===== src/rtl/ff_universal_reg.sv =====
// Multi-mode register bank: hold, load, per-bit toggle, shift left/right,
// up/down count and synchronous clear, with serial output and wrap reporting.
module ff_universal_reg #(
  parameter int unsigned           WIDTH     = 8,
  parameter logic [WIDTH-1:0]      RESET_VAL = '0
) (
  input  logic             CLK,
  input  logic             reset,
  input  logic             en,
  input  logic [2:0]       mode,
  input  logic [WIDTH-1:0] D,
  input  logic             ser_in,
  output logic [WIDTH-1:0] Q,
  output logic             ser_out,
  output logic             tc,
  output logic             wrap
);

  localparam int unsigned MODE_W = 3;

  localparam logic [MODE_W-1:0] MODE_HOLD   = 3'b000;
  localparam logic [MODE_W-1:0] MODE_LOAD   = 3'b001;
  localparam logic [MODE_W-1:0] MODE_TOGGLE = 3'b010;
  localparam logic [MODE_W-1:0] MODE_SHL    = 3'b011;
  localparam logic [MODE_W-1:0] MODE_SHR    = 3'b100;
  localparam logic [MODE_W-1:0] MODE_UP     = 3'b101;
  localparam logic [MODE_W-1:0] MODE_DOWN   = 3'b110;
  localparam logic [MODE_W-1:0] MODE_CLEAR  = 3'b111;

  logic [WIDTH-1:0] q_next;
  logic             wrap_next;
  logic [WIDTH-1:0] shl_val;
  logic [WIDTH-1:0] shr_val;
  logic             q_ones;
  logic             q_zero;

  assign q_ones = &Q;
  assign q_zero = ~|Q;

  // A one-bit bank has nothing to shift through: both directions just load ser_in.
  generate
    if (WIDTH == 1) begin : g_shift_w1
      assign shl_val = ser_in;
      assign shr_val = ser_in;
    end else begin : g_shift_wn
      assign shl_val = {Q[WIDTH-2:0], ser_in};
      assign shr_val = {ser_in, Q[WIDTH-1:1]};
    end
  endgenerate

  // Next-state selection; wrap only survives an edge that actually wrapped.
  always_comb begin
    q_next    = Q;
    wrap_next = 1'b0;
    if (en) begin
      case (mode)
        MODE_HOLD:   q_next = Q;
        MODE_LOAD:   q_next = D;
        MODE_TOGGLE: q_next = Q ^ D;
        MODE_SHL:    q_next = shl_val;
        MODE_SHR:    q_next = shr_val;
        MODE_UP: begin
          q_next    = Q + WIDTH'(1);
          wrap_next = q_ones;
        end
        MODE_DOWN: begin
          q_next    = Q - WIDTH'(1);
          wrap_next = q_zero;
        end
        MODE_CLEAR:  q_next = RESET_VAL;
        default:     q_next = Q;
      endcase
    end
  end

  always_ff @(posedge CLK or negedge reset) begin
    if (!reset) begin
      Q    <= RESET_VAL;
      wrap <= 1'b0;
    end else begin
      Q    <= q_next;
      wrap <= wrap_next;
    end
  end

  // Look-ahead flags derived from the current contents and selected mode.
  always_comb begin
    tc      = 1'b0;
    ser_out = 1'b0;
    if (en && (((mode == MODE_UP) && q_ones) || ((mode == MODE_DOWN) && q_zero)))
      tc = 1'b1;
    if (mode == MODE_SHL)
      ser_out = Q[WIDTH-1];
    else if (mode == MODE_SHR)
      ser_out = Q[0];
  end

endmodule

===== config.mk =====
export PLATFORM = sky130hd
export DESIGN_NAME = ff_universal_reg
export DESIGN_NICKNAME = d
export VERILOG_FILES = /design/src/rtl/ff_universal_reg.sv
export SDC_FILE = /design/constraint.sdc
export NUM_CORES = 1
export LEC_CHECK = 0
export ABC_CLOCK_PERIOD_IN_PS = 1900
export CORE_AREA = 2 2 53 55
export DETAILED_ROUTE_END_ITERATION = 12
export DIE_AREA = 0 0 55 57
export PLACE_DENSITY_LB_ADDON = 0.1
export REMOVE_ABC_BUFFERS = 1
export SETUP_SLACK_MARGIN = 0.1
export SYNTH_ARGS = -nofsm -noshare
export SYNTH_HDL_FRONTEND = slang
export SYNTH_SLANG_ARGS = --single-unit

===== constraint.sdc =====
create_clock -name CLK -period 1.9 [get_ports CLK]
set_input_delay 0.285 -clock CLK [delete_from_list [all_inputs] [get_ports CLK]]
set_output_delay 0.285 -clock CLK [all_outputs]
set_load 0.05 [all_outputs]

==> out/qor.yml <==
fin_util: 0.645
fin_skew_ps: 4.81
outcome: "complete, but fails checks"
cts.sinks: 9
relSlewSlack: 0.642
nets: 218
overflow: 0
num_rows: 19
clkTransAtPathRegs_ps: 70
end_kind: "output pin"
drc_errors: 0
core_um2: 2620
ys_seq_area_frac: 0.208
cts_buffer_depth: 2
place.gp.congestion: 0.854
syn2layout_area_growth_pct: 55.8
io_buffers: 25
avgSynthCellArea_um2: 7.18
hpwl_um: 2710
path_class: "register to output pin"
dieArea_um2: 3140
clock_latency_ps: 270
synth_seq_cells: 9
r2r-end: "wrap"
multiInputGateArea_um2: 830
die_w_um: 55
drv_cap: 0
startpoint_type: "register"
setup_violations: 2
antenna_found_initial: 0
finish.instance_area_um2: 1690
final_cell_mix: "buf_4 (37), o21ai_0 (18), nand2_1 (15)"
grt_max_degree: 23
viasPerCell: 5.92
p_per_area_nw_per_um2: 665
fin_crit_sh: 1.14
ys_types: 47
cp.arrival_ps: 1890
final_common_cell: "buf_4"
fillers: 226
leakagePower_uw: 0.000712
synth_edf_count: 0
grt_pass1_vias: 1287
yosys_most_used_dff: "dfrtp_1"
cts_root_buf: "clkbuf_4"
max_freq_mhz: 460
maxSlewViolCount: 0
vias: 1374
grt_pass1_wl_um: 6190
postRouteAntennaNets: 0
ir_drop_uv: 495
drt_iter0_markers: 88
synthArstFlopShare: 1.00
drt_pass1_iterations: 5
min_period_ps: 2170
die_h_um: 57
start_util: 0.414
drive_above_1_share: 0.308
placed_area_um2: 1540
violations: "negative setup slack"
htree_levels: 1
fin_ws_ps: -272
ios: 26
yosysWarnings: 0
cts_buffers: 3
wl_um: 3810
cp.required_ps: 1620
tightest_slew_ps: 535
seq_area_um2: 225
reg2regPathDepth: 9
cp-startpoint: "Q[4]"
tritoncts: "built"
timing.rr.start: "Q[4]"
wire_per_inst_um: 16.4
worstHoldPathType: "input pin to asynchronous set/reset pin"
holdBufCountCts: 0
track_usage: 0.270
r2r_setup_slack_ps: -140
synth_area_um2: 1080
crit_fanout: 2
diodes: 0
syn_inst: 151
rsz0062_at_grt: "yes"
hold_viol: 0
==> worst max-delay path, stage by stage, from the launching register on <==
cell,delay (ps)
dfrtp_1,410
or4_4,550
nor4_4,250
a32oi_2,110
nor2_2,150
buf_12,150
==> report_power, final <==
group	leakage (uW)	internal, uW	switching, uW	total (uW)
Combinational	0.000584	286	412	698
Sequential	0.000113	227	36.0	263
Clock	0.0000150	81.3	80.7	162
==> Yosys cell counts (2+ instances only) <==
cell | count | area [um2]
xnor2_1 | 2 | 17.5
nor2_1 | 9 | 33.8
a32oi_1 | 2 | 17.5
a32o_1 | 2 | 20.0
xor2_1 | 3 | 26.3
a211oi_1 | 3 | 22.5
a2bb2oi_1 | 2 | 17.5
o32a_1 | 2 | 20.0
nand4_1 | 2 | 12.5
a21oi_1 | 11 | 55.1
o21ai_0 | 18 | 90.1
nor3_1 | 5 | 25.0
nand2_1 | 15 | 56.3
dfrtp_1 | 9 | 225
or4_1 | 3 | 22.5
o31a_1 | 2 | 17.5
nand3_1 | 7 | 35.0
nand2b_1 | 4 | 25.0
buf_2 | 4 | 20.0
nor2b_1 | 6 | 37.5
inv_1 | 3 | 11.3
o21a_1 | 2 | 15.0
clkbuf_1 | 9 | 33.8
o22ai_1 | 3 | 18.8
==> cells by family (layout without fill, tap and decap cells) <==
group,after synthesis,count (layout),synth area share
multiplexers,2,2,0.0196
buffers and inverters,19,69,0.0808
XOR/XNOR,5,5,0.0404
adder cells (fa/ha/maj),1,1,0.0115
flip-flops,9,9,0.208
AO/OA/AOI/OAI,55,55,0.330
AND/OR/NAND/NOR,60,60,0.309
==> through the flow <==
stage               TNS, ps  total power [uW]  hold WS, ps  std cells  worst slack (ps)
finish                 -414              1120          362        232              -272
global route           -581              1200          386        232              -343
CTS                    -416              1120          373        233              -219
detailed placement    -3380               934          661        223              -463
global placement      -3060               920          640        223              -443
floorplan             -1310               640        -10.6        135              -646
==> how the worst max path moves through the flow <==
stage               endpoint  slack (ps)  cells past startpoint
floorplan                 tc        -650                      4
global placement          tc        -440                      8
detailed placement      Q[4]        -460                      9
CTS                       tc        -220                      5
global route              tc        -340                      5
finish                    tc        -270                      5
==> flip-flops by register name (all words and copies together), names as in the netlist <==
register / cells
Q: 8
wrap: 1
==> what timing repair did <==
action / in CTS / in global routing
setup buffers: 6 / 0
pin swaps: 2 / 6
endpoints found under the setup margin: 10 / 7
resized for setup: 16 / 10
==> layer usage <==
layer  routed length [um]  track usage
met1                 1670        0.384
met2                 1840        0.422
met3                  237       0.0340
met4                   63       0.0801
met5                    0            0
==> cell type report <==
class,instances,area share
tap,31,0.0230
inverter,3,0.00667
multi-input combinational,123,0.491
clock buffer,4,0.0156
sequential,9,0.133
timing repair buffer,62,0.330
(Power assumes the default switching activity.)
